## src/rtl/ddr_init_pkg.sv

```systemverilog
// Shared FSM state type, pattern selectors and the per-lane pattern function
// for the DDR init sequencer.
package ddr_init_pkg;

   typedef enum logic [2:0] {
      ST_IDLE     = 3'd0,
      ST_WAIT_CAL = 3'd1,
      ST_WRITE    = 3'd2,
      ST_VERIFY   = 3'd3,
      ST_DONE     = 3'd4,
      ST_FAIL     = 3'd5
   } seq_state_e;

   localparam int PATTERN_ZERO = 0;
   localparam int PATTERN_ADDR = 1;

   // Value of one 32-bit lane for a given word address; replicated across the bus.
   function automatic logic [31:0] gen_pattern(input logic [31:0] word_addr, input int pattern);
      return (pattern == PATTERN_ADDR) ? word_addr : 32'd0;
   endfunction

endpackage

```

## src/rtl/ddr_init_pattern_gen.sv

```systemverilog
// Combinational fill pattern for one Avalon word; shared by the write and
// readback-verify datapaths so both always agree on the expected data.
module ddr_init_pattern_gen
   import ddr_init_pkg::*;
#(
   parameter int ADDR_W  = 25,
   parameter int DATA_W  = 256,
   parameter int PATTERN = 1
) (
   input  logic [ADDR_W-1:0] word_addr,
   output logic [DATA_W-1:0] data
);

   logic [31:0] lane;

   always_comb begin
      lane = gen_pattern(32'(word_addr), PATTERN);
      data = '0;
      for (int i = 0; i < DATA_W; i++) begin
         data[i] = lane[i % 32];
      end
   end

endmodule

```

## src/rtl/ddr_init_sequencer.sv

```systemverilog
// DDR init sequencer: waits for calibration, then fills an address window with a
// pattern using Avalon-MM write bursts. Define DDR_INIT_VERIFY_EN for a readback-verify pass.
module ddr_init_sequencer
   import ddr_init_pkg::*;
#(
   parameter int ADDR_W      = 25,
   parameter int DATA_W      = 256,
   parameter int BURST_LEN   = 64,
   parameter int BCNT_W      = 7,
   parameter int BASE_ADDR   = 0,
   parameter int NUM_BURSTS  = 1024,
   parameter int CAL_TIMEOUT = 2**24,
   parameter int PATTERN     = 1,
   parameter int AUTO_START  = 1
) (
   input  logic                  clk,
   input  logic                  rst_n,
   input  logic                  cal_success,
   input  logic                  cal_fail,
   input  logic                  start_cmd,
   output logic [ADDR_W-1:0]     amm_addr,
   output logic [BCNT_W-1:0]     amm_burstcount,
   output logic [DATA_W/8-1:0]   amm_byteenable,
   output logic                  amm_write,
   output logic [DATA_W-1:0]     amm_writedata,
   output logic                  amm_read,
   input  logic [DATA_W-1:0]     amm_readdata,
   input  logic                  amm_readdatavalid,
   input  logic                  amm_ready,
   output logic                  busy,
   output logic                  setup_done,
   output logic                  setup_fail,
   output logic [31:0]           progress,
   output logic [2:0]            dbg_state
);

   localparam logic [31:0] BEAT_LAST  = 32'(BURST_LEN - 1);
   localparam logic [31:0] BURST_LAST = 32'(NUM_BURSTS - 1);
   localparam logic [31:0] TIMER_LAST = 32'(CAL_TIMEOUT - 1);

   seq_state_e        state_q, state_d;
   logic [31:0]       timer_q, timer_d;
   logic [31:0]       burst_q, burst_d;
   logic [31:0]       beat_q, beat_d;
   logic [31:0]       progress_q, progress_d;
   logic              done_q, done_d;
   logic              fail_q, fail_d;
   logic              start_go;
   logic              cmd_active;
   logic [ADDR_W-1:0] burst_addr;
   logic [ADDR_W-1:0] word_addr;
   logic [DATA_W-1:0] pat_data;

`ifdef DDR_INIT_VERIFY_EN
   logic rd_wait_q, rd_wait_d;
   logic mismatch_q, mismatch_d;
   logic beat_bad;
`else
   logic unused_rd;
   assign unused_rd = ^{amm_readdata, amm_readdatavalid};
`endif

   assign burst_addr = ADDR_W'(BASE_ADDR) + ADDR_W'(burst_q * BURST_LEN);
   assign word_addr  = burst_addr + ADDR_W'(beat_q);

   ddr_init_pattern_gen #(
      .ADDR_W  (ADDR_W),
      .DATA_W  (DATA_W),
      .PATTERN (PATTERN)
   ) u_pattern (
      .word_addr (word_addr),
      .data      (pat_data)
   );

   // Handshake: a command or write beat transfers on a cycle where amm_write or
   // amm_read is high together with amm_ready; while amm_ready is low every command
   // field is held unchanged. Read beats transfer on amm_readdatavalid with no backpressure.
   always_comb begin
      state_d    = state_q;
      timer_d    = timer_q;
      burst_d    = burst_q;
      beat_d     = beat_q;
      progress_d = progress_q;
      done_d     = done_q;
      fail_d     = fail_q;
      start_go   = 1'b0;
`ifdef DDR_INIT_VERIFY_EN
      rd_wait_d  = rd_wait_q;
      mismatch_d = mismatch_q;
      beat_bad   = 1'b0;
`endif
      case (state_q)
         ST_IDLE: start_go = start_cmd || (AUTO_START != 0);
         ST_WAIT_CAL: begin
            if (cal_success) begin
               state_d = ST_WRITE;
            end else if (cal_fail || timer_q == TIMER_LAST) begin
               state_d = ST_FAIL;
               fail_d  = 1'b1;
            end else begin
               timer_d = timer_q + 32'd1;
            end
         end
         ST_WRITE: begin
            if (amm_ready) begin
               if (beat_q == BEAT_LAST) begin
                  beat_d     = '0;
                  progress_d = progress_q + 32'd1;
                  if (burst_q == BURST_LAST) begin
                     burst_d = '0;
`ifdef DDR_INIT_VERIFY_EN
                     state_d    = ST_VERIFY;
                     progress_d = '0;
                     rd_wait_d  = 1'b0;
                     mismatch_d = 1'b0;
`else
                     state_d = ST_DONE;
                     done_d  = 1'b1;
`endif
                  end else begin
                     burst_d = burst_q + 32'd1;
                  end
               end else begin
                  beat_d = beat_q + 32'd1;
               end
            end
         end
`ifdef DDR_INIT_VERIFY_EN
         ST_VERIFY: begin
            if (!rd_wait_q) begin
               beat_d = '0;
               if (amm_ready) rd_wait_d = 1'b1;
            end else if (amm_readdatavalid) begin
               // A mismatch is remembered; the rest of the burst still drains.
               beat_bad   = mismatch_q || (amm_readdata != pat_data);
               mismatch_d = beat_bad;
               if (beat_q == BEAT_LAST) begin
                  beat_d     = '0;
                  rd_wait_d  = 1'b0;
                  progress_d = progress_q + 32'd1;
                  if (beat_bad) begin
                     state_d = ST_FAIL;
                     fail_d  = 1'b1;
                  end else if (burst_q == BURST_LAST) begin
                     state_d = ST_DONE;
                     done_d  = 1'b1;
                  end else begin
                     burst_d = burst_q + 32'd1;
                  end
               end else begin
                  beat_d = beat_q + 32'd1;
               end
            end
         end
`endif
         ST_DONE, ST_FAIL: start_go = start_cmd;
         default: state_d = ST_IDLE;
      endcase

      if (start_go) begin
         state_d    = ST_WAIT_CAL;
         timer_d    = '0;
         burst_d    = '0;
         beat_d     = '0;
         progress_d = '0;
         done_d     = 1'b0;
         fail_d     = 1'b0;
      end
   end

   always_ff @(posedge clk or negedge rst_n) begin
      if (!rst_n) begin
         state_q    <= ST_IDLE;
         timer_q    <= '0;
         burst_q    <= '0;
         beat_q     <= '0;
         progress_q <= '0;
         done_q     <= 1'b0;
         fail_q     <= 1'b0;
`ifdef DDR_INIT_VERIFY_EN
         rd_wait_q  <= 1'b0;
         mismatch_q <= 1'b0;
`endif
      end else begin
         state_q    <= state_d;
         timer_q    <= timer_d;
         burst_q    <= burst_d;
         beat_q     <= beat_d;
         progress_q <= progress_d;
         done_q     <= done_d;
         fail_q     <= fail_d;
`ifdef DDR_INIT_VERIFY_EN
         rd_wait_q  <= rd_wait_d;
         mismatch_q <= mismatch_d;
`endif
      end
   end

   always_comb begin
      amm_write = (state_q == ST_WRITE);
`ifdef DDR_INIT_VERIFY_EN
      amm_read  = (state_q == ST_VERIFY) && !rd_wait_q;
`else
      amm_read  = 1'b0;
`endif
      cmd_active     = amm_write || amm_read;
      amm_addr       = cmd_active ? burst_addr : '0;
      amm_burstcount = cmd_active ? BCNT_W'(BURST_LEN) : '0;
      amm_byteenable = cmd_active ? '1 : '0;
      amm_writedata  = amm_write ? pat_data : '0;
      busy           = (state_q == ST_WAIT_CAL) || (state_q == ST_WRITE) || (state_q == ST_VERIFY);
      setup_done     = done_q;
      setup_fail     = fail_q;
      progress       = progress_q;
      dbg_state      = state_q;
   end

endmodule

```

## config.mk

```make
export PLATFORM = sky130hd
export DESIGN_NAME = ddr_init_sequencer
export DESIGN_NICKNAME = d
export VERILOG_FILES = /design/src/rtl/ddr_init_pkg.sv /design/src/rtl/ddr_init_pattern_gen.sv /design/src/rtl/ddr_init_sequencer.sv
export SDC_FILE = /design/constraint.sdc
export NUM_CORES = 1
export LEC_CHECK = 0
export ABC_CLOCK_PERIOD_IN_PS = 7750
export BUFFER_PORTS_ARGS = -buffer_cell sky130_fd_sc_hd__buf_2
export CAP_MARGIN = 20
export CORE_AREA = 2 2 241 243
export CTS_BUF_LIST = sky130_fd_sc_hd__clkbuf_8
export CTS_CLUSTER_DIAMETER = 150
export DETAILED_ROUTE_END_ITERATION = 12
export DIE_AREA = 0 0 243 245
export PLACE_DENSITY = 0.42
export SLEW_MARGIN = 20
export SYNTH_ARGS = -nofsm -noshare
export SYNTH_HDL_FRONTEND = slang
export SYNTH_HIERARCHICAL = 1
export SYNTH_SLANG_ARGS = --single-unit
```

## constraint.sdc

```tcl
create_clock -name clk -period 7.75 [get_ports clk]
set_clock_uncertainty 0.05 [all_clocks]
set_input_delay 1.1625 -clock clk [delete_from_list [all_inputs] [get_ports clk]]
set_output_delay 1.1625 -clock clk [all_outputs]
set_load 0.005 [all_outputs]
```

Word level (Yosys, flattened, before mapping) --
Cells that the tools add are included.
Word-level totals: input bits 263, latch bits 0, ROM bits 0, register bits after elaboration 133, logic and storage cells 83, output and inout bits 360, memories 0, RAM bits 0
Cells by class: muxes and demuxes 38, $lt $le $gt $ge 0, equal/unequal tests 15, reductions and logical operators 18, div/mod/pow operators 0, add/subtract/negate cells 5, bitwise operators 0, shifts and indexed selects 0, multipliers 0
Operators with widths (count):
- $mux 32 | 18
- $mux 249 | 1
- $add 32x1->32 const B | 4
- $eq 32x10->1 const B | 1
- $eq 32x24->1 const B | 1
- $eq 32x6->1 const B | 1
- $add 25x25->25 | 1
- $mux 25 | 1
- $mux 3 | 6
- $reduce_bool 2->1 | 6
- $mux 1 | 9
- $ne 3x1->1 const B | 3
- $pmux 3 s3 | 1
- $reduce_and 3->1 | 3
- $mux 7 | 1
- $eq 3x2->1 const B | 2
- $eq 3x3->1 const B | 2
- $reduce_and 5->1 | 1
- $ne 2x1->1 const B | 2
- $ne 4x4->1 const B | 1
- $reduce_and 4->1 | 1
- $eq 3x1->1 const B | 1
- $logic_not 3->1 | 1
- $logic_or 1x1->1 | 3
- 5 further kinds | 5

Longest topological paths before layout --
Gate-level depths: netlist of run 1.
word-level depth 6, depth in mapped cells 11, gate-level depth less buffers 10

Modules after synthesis --
The synthesis of run 1 kept the hierarchy.
By module, submodules not included:
- ddr_init_sequencer | times used 1, sequential area each 3328.2 sq um, cells each 1249, area an instance 10133.5 sq um
- ddr_init_pattern_gen | times used 1, sequential area each 0.0 sq um, cells each 257, area an instance 1925.6 sq um

Worst setup path after synthesis of run 1 --
Ideal clock, no wire load.
path type register to output, from register beat_q[11], to output port amm_writedata[114], cell stages (with the launch flop) 10, required time 6.537 ns, buffers on the path 1, path slack 3.628 ns, arrival time 2.909 ns, cells stage by stage dfrtp_1 -> ha_1 -> nor4_1 -> nor3_1 -> a21boi_0 -> o21a_1 -> o21a_1 -> o311ai_0 -> buf_4 -> and3_1
Between the ends: longest elaborated chain between the ends 2
Ends and longest elaborated chain:
- start, declared | RTL line ddr_init_sequencer.sv:44 | logic [31:0] beat_q, beat_d;
- start signal, assigned | RTL line ddr_init_sequencer.sv:188 | beat_q <= beat_d;
- $add 25x25->25 | RTL line ddr_init_sequencer.sv:64 | assign word_addr = burst_addr + ADDR_W'(beat_q);
- via word_addr[18] | RTL line ddr_init_sequencer.sv:51 | logic [ADDR_W-1:0] word_addr;
- $mux 249 | RTL line ddr_init_sequencer.sv:210 | amm_writedata = amm_write ? pat_data : '0;
- end, declared | RTL line ddr_init_sequencer.sv:25 | output logic [DATA_W-1:0] amm_writedata,
The timed path passes the listed nets, and every way through them passes these cells.

Final worst setup path of run 1 --
from register burst_q[0], to output port amm_writedata[20]
Between the ends: longest elaborated chain between the ends 2
Ends and longest elaborated chain:
- start, declared | RTL line ddr_init_sequencer.sv:43 | logic [31:0] burst_q, burst_d;
- start signal, assigned | RTL line ddr_init_sequencer.sv:187 | burst_q <= burst_d;
- $add 25x25->25 | RTL line ddr_init_sequencer.sv:64
- via word_addr[20] | RTL line ddr_init_sequencer.sv:51
- $mux 249 | RTL line ddr_init_sequencer.sv:210
The timed path passes the listed nets, and every way through them passes these cells.

==> results.md, run 1 <==
| Result | Value | Unit |
|---|---|---|
| Global-route wire length before repair | 55570 | um |
| Iteration count of the initial detailed-routing pass | 5 | - |
| Global-route total usage across every layer | 11.84 | % |
| CTS sink count | 133 | - |
| Post-Syn Area per Cell | 8.007 | sq um |
| Post-route insts no fill | 2284 | - |
| Crit-path max FO | 8 | - |
| Number of buffers added to fix hold violations after cts | 0 | - |
| Cell count after placement | 2252 | - |
| DR WL/cell | 16.05 | um |
| Worst setup slack after layout | 2.341 | ns |
| Synth cell types | 59 | - |
| Largest net degree at the start of global routing | 155 | - |
| Clock transition at the registers of the reported paths | 0.10 | ns |
| # rows | 88 | - |
| Overall die width | 243 | um |
| Sequential cell area fraction in the yosys report | 27.60 | % |
| Number of synthesized register bits | 133 | - |
| Sequential power share | 36.5 | % |
| Leakage power | 7.161 | nW |
| Cell area after technology mapping | 12060 | sq um |
| Actual transition at the worst max-transition pin | 1.170 | ns |
| CTS H-tree lvls | 4 | - |
| Kind of critical path | reg2out | - |
| TritonCTS clock tree | built | - |
| TritonCTS buffer count | 17 | - |
| GR met1 Demand/Resource | 16.07 | % |
| Final setup violation count | 0 | - |
| Upper clock frequency limit | 184.9 | MHz |
| Detailed-route DRC error count | 0 | - |
| Crit path launch | burst_q[0] | - |
| Clock latency reported for the late side of the worst-skew pair | 0.47 | ns |
| Power per unit of standard cell area | 182.2 | nW/um^2 |
| Initial DRC count | 602 | - |
| Signed area change from the synthesized netlist to the final layout | 4.949 | % |
| Proportion of power drawn by the clock network | 25.8 | % |
| Run status | complete, no violations | - |
| Total detailed-routing wirelength | 36660 | um |
| Main area contributors after synthesis | sky130_fd_sc_hd__dfrtp_1 (28%), sky130_fd_sc_hd__buf_4 (19%), sky130_fd_sc_hd__and3_1 (15%), sky130_fd_sc_hd__xor2_1 (3.3%), sky130_fd_sc_hd__nor2_1 (3.2%) | - |
| Share of final-layout standard cells stronger than drive strength 1 | 24.03 | % |
| Final hold violation count | 0 | - |
| Combinational group share of total power | 37.6 | % |
| Tcrit/Tclk final | 69.79 | % |
| Met2 Resource Use GR | 19.36 | % |
| Yosys top cell area share | 27.60 | % |
| Maximum vdd drop | 0.4597 | mV |
| Most used DFF post-synth | sky130_fd_sc_hd__dfrtp_1 | - |
| Fraction of power spent switching nets | 48.83 | % |
| Post-route minimum period | 5.409 | ns |
| Top library cells by usage in the layout, fill and taps aside | sky130_fd_sc_hd__and3_1 (295), sky130_fd_sc_hd__buf_2 (295), sky130_fd_sc_hd__dfrtp_1 (132) | - |
| Share of flip-flops with an asynchronous set or reset after synthesis | 100.0 | % |
| Diode insertion count for antenna repair | 0 | - |
| Number of antenna violations at the first check in global routing | 3 | - |
| Depth of the most critical reg-to-reg path | 8 | - |
| Final global-route overflow total | 0 | - |
| Post-Syn Instances | 1506 | - |
| Post-route ant nets | 0 | - |
| Type of the tightest min-delay check | reg2reg | - |
| CP Capture Type | output port | - |
| Setup repair after global routing missed its margin | false | - |
| Vias per Instance | 4.407 | - |
| Post-CTS Setup Inserts | 0 | - |
| Core footprint | 57030 | sq um |
| Post-route cell area | 12660 | sq um |
| CTS-repair resized insts | 0 | - |
| Die Span Y | 245 | um |
| Worst reg-to-reg setup slack | 4.07 | ns |
| Instance area after placement | 12250 | sq um |
| Dpl hpwl | 26530 | um |
| Number of enable flip-flop cells after synthesis | 0 | - |
| Worst setup timing slack at the placement stage | 2.951 | ns |
| RePlAce Congestion | 0.7763 | - |
| Number of port buffers | 296 | - |
| Clock tree root driver cell | sky130_fd_sc_hd__clkbuf_8 | - |
| Worst reg2reg path endpoint | progress[24] | - |
| Internal power | 1.180 | mW |
| Worst slew margin relative to its limit | 21.44 | % |
| Vias after detailed routing | 10.07k | - |
| Busiest grt layer | met2 | - |
| Yosys synthesis warning count | 6 | - |
| Via count of the first global-routing pass | 9042 | - |
| Worst reg2reg path startpoint | dbg_state[0] | - |
| Data arrival time of the critical path | 4.20 | ns |
| Sum Neg Setup Slack | 0 | ns |
| Startpoint type of the worst setup path | flop | - |
| Switching power summed over all nets | 1.126 | mW |
| Cell type with the largest total area after synthesis | sky130_fd_sc_hd__dfrtp_1 | - |
| Die area | 59540 | sq um |
| Number of nets in the layout | 1792 | - |
| Required time at the endpoint of the critical path | 6.54 | ns |
| Top-level I/O count | 623 | - |
| Met3 GRT Util | 2.274 | % |
| Max Cap Violations | 0 | - |
| Largest buffer count on any clock path | 2 | - |
| Final Power | 2.306 | mW |
| Number of max-slew violations in the final report | 0 | - |
| Starting density of the core | 21.14 | % |
| Capturing element of the worst setup path | amm_writedata[20] | - |
==> kinds of logic (layout without fill, tap and decap cells) <==
kind of cell,count (synthesis),after routing,share of synthesized area [%]
AND/OR/NAND/NOR,652,652,30.44
buffers and inverters,417,363,22.56
AO/OA/AOI/OAI,187,187,9.981
flip-flops,133,133,27.60
XOR/XNOR,71,71,5.157
adder cells (fa/ha/maj),23,23,2.449
multiplexers,21,21,1.753
other,2,69,0.06228
==> registers in the layout (all words and copies together), names as in the netlist <==
| signal | cells |
|---|---|
| dbg_state | 3 |
| setup_done | 1 |
| beat_q | 32 |
| timer_q | 32 |
| burst_q | 32 |
| setup_fail | 1 |
| progress | 32 |
==> critical path, cell delays in order, from the launching register on <==
cell                       delay [ns]
sky130_fd_sc_hd__dfrtp_1         0.54
sky130_fd_sc_hd__ha_1            0.27
sky130_fd_sc_hd__inv_1           0.06
sky130_fd_sc_hd__fa_1            0.42
sky130_fd_sc_hd__nor2b_1         0.18
sky130_fd_sc_hd__o21bai_1        0.11
sky130_fd_sc_hd__a21boi_0        0.54
sky130_fd_sc_hd__o21ai_0         0.25
sky130_fd_sc_hd__xnor2_1         0.95
sky130_fd_sc_hd__and3_1          0.29
sky130_fd_sc_hd__buf_2           0.12
==> area by class of cell <==
class | instances | area (sq um)
timing repair buffer | 310 | 1593
tap | 765 | 957.2
sequential | 133 | 3332
fill | 6435 | 44380
clock inverter | 14 | 140.1
inverter | 21 | 78.83
clock buffer | 18 | 247.7
multi-input combinational | 1023 | 6307
==> power by group through the flow <==
stage / Combinational [mW] / Clock [mW] / Sequential, mW
2_1_floorplan: 0.847 / 0 / 0.764
3_3_place_gp: 0.854 / 0 / 0.854
3_5_place_dp: 0.866 / 0 / 0.857
4_1_cts: 0.867 / 0.620 / 0.844
5_1_grt: 0.986 / 0.651 / 0.862
6_report: 0.868 / 0.596 / 0.842
==> cell usage after synthesis (2+ instances only) <==
| cell type | number |
|---|---|
| sky130_fd_sc_hd__nand2_1 | 65 |
| sky130_fd_sc_hd__a21boi_0 | 2 |
| sky130_fd_sc_hd__o2111ai_1 | 20 |
| sky130_fd_sc_hd__o21ai_0 | 54 |
| sky130_fd_sc_hd__nor4_2 | 3 |
| sky130_fd_sc_hd__xnor2_1 | 25 |
| sky130_fd_sc_hd__buf_2 | 11 |
| sky130_fd_sc_hd__a311oi_1 | 2 |
| sky130_fd_sc_hd__a21oi_1 | 45 |
| sky130_fd_sc_hd__a211oi_1 | 4 |
| sky130_fd_sc_hd__o22ai_1 | 3 |
| sky130_fd_sc_hd__or2_2 | 5 |
| sky130_fd_sc_hd__o21a_1 | 5 |
| sky130_fd_sc_hd__o211ai_1 | 16 |
| sky130_fd_sc_hd__nor2_1 | 102 |
| sky130_fd_sc_hd__buf_4 | 302 |
| sky130_fd_sc_hd__nand4_1 | 29 |
| sky130_fd_sc_hd__dfrtp_1 | 133 |
| sky130_fd_sc_hd__o211ai_2 | 2 |
| sky130_fd_sc_hd__nor2b_1 | 2 |
| sky130_fd_sc_hd__clkbuf_1 | 79 |
| sky130_fd_sc_hd__ha_1 | 22 |
| sky130_fd_sc_hd__and4_1 | 11 |
| sky130_fd_sc_hd__o31ai_1 | 7 |
| sky130_fd_sc_hd__or4_1 | 9 |
| sky130_fd_sc_hd__nand2b_1 | 5 |
| sky130_fd_sc_hd__nor4_1 | 19 |
| sky130_fd_sc_hd__buf_1 | 3 |
| sky130_fd_sc_hd__o311ai_0 | 5 |
| sky130_fd_sc_hd__a31oi_1 | 5 |
| sky130_fd_sc_hd__conb_1 | 2 |
| sky130_fd_sc_hd__mux2i_1 | 20 |
| sky130_fd_sc_hd__o21bai_1 | 4 |
| sky130_fd_sc_hd__nor3_1 | 24 |
| sky130_fd_sc_hd__or3_1 | 28 |
| sky130_fd_sc_hd__nand3_1 | 40 |
| sky130_fd_sc_hd__inv_1 | 21 |
| sky130_fd_sc_hd__and3_1 | 295 |
| sky130_fd_sc_hd__xor2_1 | 46 |
| sky130_fd_sc_hd__a21o_1 | 4 |
| sky130_fd_sc_hd__and2_1 | 9 |
==> worst min path at each step <==
stage | start | endpoint | slack, ns | cells after the start
after detailed placement | timer_q[10] | timer_q[10] | 0.42 | 1
after floorplan | timer_q[10] | timer_q[10] | 0.39 | 1
after global routing | timer_q[4] | timer_q[4] | 0.45 | 1
after CTS | timer_q[7] | timer_q[7] | 0.43 | 1
final | timer_q[7] | timer_q[7] | 0.42 | 1
after global placement | timer_q[4] | timer_q[4] | 0.40 | 1
==> per-layer routing <==
layer	up-vias	part of all wire [%]	routed length [um]
met1	4813	47	17060
met4	2	1.3	461
met3	30	5.2	1896
li1	4951	-	-
met2	269	47	17230
met5	-	0.022	8
==> through the flow <==
stage | utilization, % | hold slack (ns)
detailed placement | 21.47 | 0.4173
global route | 22.19 | 0.4541
floorplan | - | 0.3867
CTS | 22.15 | 0.4319
finish | 22.19 | 0.4246
global placement | 21.46 | 0.4032
Power figures use the tool's default switching activity.
==> inputs of run 2 (changes only) <==
ABC_CLOCK_PERIOD_IN_PS = 5500   (was 7750)
CORE_AREA = 2 2 243 245   (was 2 2 241 243)
DIE_AREA = 0 0 245 247   (was 0 0 243 245)
PLACE_DENSITY = 0.41   (was 0.42)
clock period = 5.5 ns   (was 7.75 ns; I/O delays follow)
==> run 2 against run 1 <==
  * Clock power increased by 49%
  * Utilization fell by 0.27 points
  * Combinational power up 57%
  * Sequential share of layout area shrank 0.22 points
  * Sequential cell count did not move
  * Global-route usage is 0.49 points lower
  * Register-to-register slack worse by 2.1 ns
  * Critical path type unchanged
  * Critical endpoint is now amm_writedata[244]
  * Highest routed layer unchanged
==> results.md, run 2 (synthesis results as in run 1) <==
| Result | Value | Unit | Change |
|---|---|---|---|
| Run status | complete, no violations | - |  |
| Die area | 60520 | sq um | +1.6% |
| CP Capture Type | output port | - |  |
| Power per unit of standard cell area | 262.2 | nW/um^2 | +44% |
| Maximum vdd drop | 0.2449 | mV | -47% |
| Clock latency reported for the late side of the worst-skew pair | 0.47 | ns | about the same |
| Clock tree root driver cell | sky130_fd_sc_hd__clkbuf_8 | - |  |
| Setup repair after global routing missed its margin | false | - |  |
| Core footprint | 58240 | sq um | +2.1% |
| TritonCTS buffer count | 17 | - | unchanged |
| Initial DRC count | 577 | - | -4.2% |
| Cell count after placement | 2267 | - | +0.67% |
| Upper clock frequency limit | 211.4 | MHz |  |
| Iteration count of the initial detailed-routing pass | 6 | - | +1 |
| Number of max-slew violations in the final report | 0 | - | unchanged |
| Dpl hpwl | 26350 | um | -0.66% |
| Final-layout fill cell count | 6520 | - | +1.3% |
| Type of the tightest min-delay check | in2async | - |  |
| Startpoint type of the worst setup path | flop | - |  |
| Actual transition at the worst max-transition pin | 1.051 | ns | -0.1189 ns |
| Post-CTS Setup Inserts | 0 | - | unchanged |
| CTS H-tree lvls | 4 | - | unchanged |
| Worst slew margin relative to its limit | 29.42 | % | +8.0 points |
| # rows | 89 | - | +1.1% |
| Post-route worst hold slack | 0.3455 | ns | -0.07915 ns |
| Top library cells by usage in the layout, fill and taps aside | sky130_fd_sc_hd__and3_1 (295), sky130_fd_sc_hd__buf_2 (295), sky130_fd_sc_hd__dfrtp_1 (132) | - |  |
| Final setup violation count | 0 | - | unchanged |
| Post-route insts no fill | 2301 | - | +0.74% |
| Crit-path max FO | 8 | - | unchanged |
| TritonCTS clock tree | built | - |  |
| RePlAce Congestion | 0.7640 | - | -1.6% |
| Starting density of the core | 20.71 | % | -0.44 points |
| Required time at the endpoint of the critical path | 4.62 | ns | -1.92 ns |
| Kind of critical path | reg2out | - |  |
| Post-route minimum period | 4.731 | ns |  |
| Via count of the first global-routing pass | 8662 | - | -4.2% |
| Overall die width | 245 | um | +0.82% |
| Total detailed-routing wirelength | 36450 | um | -0.56% |
| Top-level I/O count | 623 | - | unchanged |
| Number of nets in the layout | 1800 | - | +0.45% |
| Vias after detailed routing | 10.02k | - | -0.49% |
| Signed area change from the synthesized netlist to the final layout | 5.851 | % |  |
| Max Cap Violations | 0 | - | unchanged |
| Final Power | 3.347 | mW | +45% |
| Vias per Instance | 4.353 | - | -1.2% |
| Number of buffers added to fix hold violations after cts | 0 | - | unchanged |
| Final hold violation count | 0 | - | unchanged |
| Global-route wire length before repair | 53600 | um | -3.6% |
| Die Span Y | 247 | um | +0.82% |
| Number of port buffers | 296 | - | unchanged |
| Tcrit/Tclk final | 86.01 | % |  |
| Largest net degree at the start of global routing | 147 | - | -5.2% |
| CTS-repair resized insts | 0 | - | unchanged |
| Sum Neg Setup Slack | 0 | ns | unchanged |
| Leakage power | 7.218 | nW | +0.80% |
| Share of final-layout standard cells stronger than drive strength 1 | 24.30 | % | +0.27 points |
| Number of antenna violations at the first check in global routing | 3 | - | unchanged |
| Global-route total usage across every layer | 11.35 | % | -0.49 points |
| Post-route ant nets | 0 | - | unchanged |
| Largest buffer count on any clock path | 2 | - | unchanged |
| Final global-route overflow total | 0 | - | unchanged |
| Clock transition at the registers of the reported paths | 0.10 | ns | about the same |
| DR WL/cell | 15.84 | um | -1.3% |
| Detailed-route DRC error count | 0 | - | unchanged |
| Data arrival time of the critical path | 3.86 | ns | -0.34 ns |
| CTS sink count | 133 | - | unchanged |
-- run 2: area by class of cell --
cell class,count,area (sq um),share of cell area [%]
clock inverters,15,170.2,1.333
multi-input cells,1023,6299,49.34
flip-flops and latches,133,3332,26.10
repair buffers,318,1682,13.17
clock buffers,17,234.0,1.833
diodes,1,2.502,0.01960
well taps,773,967.2,7.577
inverters,21,78.83,0.6175
-- run 2: path summary, 6_finish.rpt --
kind	from	end	slack [ns]	cells after the start
min in group clk	timer_q[4]	timer_q[4]	0.43	1
min	rst_n	progress[23]	0.35	2
min reg2reg	timer_q[4]	timer_q[4]	0.43	1
max	beat_q[6]	amm_writedata[244]	0.77	11
max reg2reg	beat_q[0]	burst_q[15]	1.96	8
max in group asynchronous	rst_n	beat_q[4]	4.32	2
-- run 2: power breakdown --
group	leakage, nW	switching [mW]	internal [mW]
Combinational	5.17	1.06	0.298
Sequential	1.85	0.0821	1.02
Clock	0.200	0.472	0.416
-- run 2: metrics by stage --
step	util, %	cell area [sq um]	setup WS, ns
2_1_floorplan	-	12310	1.716
3_3_place_gp	21.15	12320	1.263
3_5_place_dp	21.15	12320	1.261
4_1_cts	21.84	12720	0.7348
5_1_grt	21.91	12760	0.4360
6_report	21.92	12760	0.7693
-- run 2: layer usage --
metal  GRT usage (%)  part of all wire, %
met1           15.35                   46
met2           18.33                   46
met5               0                0.036
met3           2.518                  6.1
met4           2.618                  1.5
-- run 2: worst max-delay path: stages (launching register included) --
cell and delay, ns:
sky130_fd_sc_hd__dfrtp_1 0.52, sky130_fd_sc_hd__ha_1 0.25, sky130_fd_sc_hd__inv_1 0.06, sky130_fd_sc_hd__fa_1 0.43, sky130_fd_sc_hd__nor2b_1 0.18, sky130_fd_sc_hd__o21bai_1 0.10
sky130_fd_sc_hd__a21boi_0 0.50, sky130_fd_sc_hd__o21ai_0 0.23, sky130_fd_sc_hd__xnor2_1 0.58, sky130_fd_sc_hd__buf_4 0.26, sky130_fd_sc_hd__and3_1 0.16, sky130_fd_sc_hd__buf_2 0.12
==> inputs of run 3 (changes only) <==
CELL_PAD_IN_SITES_DETAIL_PLACEMENT = 0   (was not set)
CELL_PAD_IN_SITES_GLOBAL_PLACEMENT = 1   (was not set)
CORE_AREA = 2 2 246 248   (was 2 2 243 245)
DIE_AREA = 0 0 248 250   (was 0 0 245 247)
PLACE_DENSITY = 0.54   (was 0.41)
SETUP_SLACK_MARGIN = 0.2   (was not set)
==> run 3 against run 2 <==
  * Utilization fell by 0.51 points
  * Wire length rose by 3.2%
  * Combinational power barely moved
  * Global-route usage rose by 0.13 points
  * Setup slack got worse by 0.11 ns
  * Power fell by 1.3%
  * Sequential cell count did not move
  * Via count rose by 0.59%
==> results.md, run 3 (synthesis results as in run 1) <==
| Result | Value | Unit | Change |
|---|---|---|---|
| Number of buffers added to fix hold violations after cts | 0 | - | unchanged |
| Largest net degree at the start of global routing | 255 | - | +73% |
| Kind of cell with the highest combined delay on the critical path | compound AO/OA/AOI/OAI gates | - |  |
| Diode insertion count for antenna repair | 0 | - | -1 |
| Detailed-route DRC error count | 0 | - | unchanged |
| Actual transition at the worst max-transition pin | 1.102 | ns | +0.05047 ns |
| Post-route insts no fill | 2309 | - | +0.35% |
| # rows | 90 | - | +1.1% |
| Top library cells by usage in the layout, fill and taps aside | sky130_fd_sc_hd__and3_1 (295), sky130_fd_sc_hd__buf_2 (295), sky130_fd_sc_hd__dfrtp_1 (132) | - |  |
| Vias after detailed routing | 10.08k | - | +0.59% |
| TritonCTS clock tree | built | - |  |
| Crit. path cell count | 10 | - | -1 |
| Number of max-slew violations in the final report | 0 | - | unchanged |
| Run status | complete, no violations | - |  |
| Upper clock frequency limit | 206.5 | MHz | -2.3% |
| Fraction of power spent switching nets | 48.19 | % | -0.13 points |
| Top-level I/O count | 623 | - | unchanged |
| Number of nets in the layout | 1800 | - | unchanged |
| Clock tree root driver cell | sky130_fd_sc_hd__clkbuf_8 | - |  |
| Highest-delay cell along the critical path | sky130_fd_sc_hd__xnor2_1 | - |  |
| Final setup violation count | 0 | - | unchanged |
| Signed area change from the synthesized netlist to the final layout | 5.738 | % |  |
| Max Cap Violations | 0 | - | unchanged |
| Clock transition at the registers of the reported paths | 0.09 | ns | about the same |
| Vias per Instance | 4.363 | - | +0.24% |
| Final global-route overflow total | 0 | - | unchanged |
| CP Capture Type | output port | - |  |
| CTS H-tree lvls | 4 | - | unchanged |
| Sum Neg Setup Slack | 0 | ns | unchanged |
| Iteration count of the initial detailed-routing pass | 8 | - | +2 |
| Leakage power | 7.203 | nW | -0.20% |
| Worst slew margin relative to its limit | 26.03 | % | -3.4 points |
| Starting density of the core | 20.24 | % | -0.46 points |
| Cell count after placement | 2277 | - | +0.44% |
| Total detailed-routing wirelength | 37610 | um | +3.2% |
| Combinational group share of total power | 41.2 | % | +0.5 points |
| TritonCTS buffer count | 17 | - | unchanged |
| Internal power | 1.712 | mW | -1.0% |
| DR WL/cell | 16.29 | um | +2.8% |
| Area used by sequential logic in the layout | 3332 | sq um | unchanged |
| Initial DRC count | 579 | - | +0.35% |
| Switching power summed over all nets | 1.592 | mW | -1.5% |
| Largest buffer count on any clock path | 2 | - | unchanged |
| Crit-path max FO | 7 | - | -1 |
| Clock latency reported for the late side of the worst-skew pair | 0.46 | ns | about the same |
| Post-route ant nets | 0 | - | unchanged |
| Multi-input gate area in the final layout | 6299 | sq um | unchanged |
| Most Frequent Cell on Critical Path | sky130_fd_sc_hd__o311ai_0 | - |  |
| Depth of the most critical reg-to-reg path | 7 | - | -1 |
| Required time at the endpoint of the critical path | 4.62 | ns | about the same |
| Sequential power share | 33.2 | % | +0.4 points |
| CTS-repair resized insts | 0 | - | unchanged |
| Post-CTS Setup Inserts | 0 | - | unchanged |
| Final-layout fill cell count | 6718 | - | +3.0% |
| Core footprint | 59570 | sq um | +2.3% |
| Proportion of power drawn by the clock network | 25.6 | % | -0.9 points |
| Kind of critical path | reg2out | - |  |
| Data arrival time of the critical path | 3.97 | ns | +0.11 ns |
| CTS sink count | 133 | - | unchanged |
| Post-route minimum period | 4.843 | ns | +0.1121 ns |
| Tcrit/Tclk final | 88.05 | % | +2.0 points |
| Final hold violation count | 0 | - | unchanged |
| Global-route total usage across every layer | 11.48 | % | +0.13 points |
| Dpl hpwl | 27220 | um | +3.3% |
| Number of port buffers | 296 | - | unchanged |
| Overall die width | 248 | um | +1.2% |
| Max stage delay on crit path | 0.58 | ns | about the same |
| Share of final-layout standard cells stronger than drive strength 1 | 24.36 | % | +0.065 points |
| Power per unit of standard cell area | 259.1 | nW/um^2 | -1.2% |
| Number of antenna violations at the first check in global routing | 4 | - | +1 |
| Startpoint type of the worst setup path | flop | - |  |
| Critical path buffers and inverters | 2 | - | -1 |
| Maximum vdd drop | 0.3226 | mV | +32% |
| Die Span Y | 250 | um | +1.2% |
| Global-route wire length before repair | 55090 | um | +2.8% |
| Via count of the first global-routing pass | 8819 | - | +1.8% |
| Critical path, cell by cell | ha_1, nand2_1, o311ai_0, a21oi_1, o311ai_0, nor2_1, xnor2_1, buf_4, and3_1, buf_2 | - |  |
| Die area | 62000 | sq um | +2.5% |
| Type of the tightest min-delay check | in2async | - |  |
| Setup repair after global routing missed its margin | false | - |  |
| RePlAce Congestion | 0.7528 | - | -1.5% |
==> run 3: final cells by class <==
type	instances	share of cell area, %
repair buffers	318	13.13
inverters	21	0.6182
multi-input cells	1023	49.40
clock buffers	17	1.835
flip-flops and latches	133	26.13
clock inverters	15	1.217
well taps	782	7.673
==> run 3: routing by layer <==
metal	track usage, %	vias to the layer above	wire (um)	part of all wire, %
met5	0	-	0	0
met4	1.745	0	286	0.76
met3	2.108	13	2085	5.5
met2	19.29	284	17840	47
met1	15.46	4800	17400	46
li1	-	4978	-	-
==> run 3: path summary, 6_finish.rpt <==
check | from | end | slack (ns)
max in group asynchronous | rst_n | beat_q[0] | 4.07
max reg2reg | beat_q[1] | beat_q[7] | 1.90
min in group clk | timer_q[10] | timer_q[10] | 0.42
min reg2reg | timer_q[10] | timer_q[10] | 0.42
min | rst_n | progress[22] | 0.42
max | burst_q[4] | amm_writedata[85] | 0.66
==> run 3: worst reg2reg max path, cell delays in order (launching register included) <==
cell	delay, ns
sky130_fd_sc_hd__dfrtp_1	0.72
sky130_fd_sc_hd__ha_1	0.36
sky130_fd_sc_hd__nand3_1	0.32
sky130_fd_sc_hd__nor4_4	0.88
sky130_fd_sc_hd__buf_4	0.37
sky130_fd_sc_hd__or2_2	0.48
sky130_fd_sc_hd__o22ai_1	0.14
sky130_fd_sc_hd__o2bb2ai_1	0.15
==> run 3: through the flow <==
step	power [mW]	setup WS, ns	utilization (%)	hold WS [ns]	area (sq um)
6_report	3.304	0.6573	21.41	0.4162	12750
5_1_grt	3.572	0.3941	21.41	0.4394	12750
4_1_cts	3.353	0.6220	21.39	0.4229	12740
3_5_place_dp	2.487	1.176	20.74	0.4141	12350
3_3_place_gp	2.464	1.180	20.73	0.4053	12350
2_1_floorplan	2.269	1.716	-	0.3867	12310
==> run 3: power groups by stage <==
stage	logic [mW]	clock network (mW)	registers (mW)
final	1.36	0.846	1.10
after global routing	1.53	0.933	1.11
after CTS	1.37	0.882	1.10
after detailed placement	1.37	0	1.12
after global placement	1.35	0	1.12
after floorplan	1.19	0	1.08
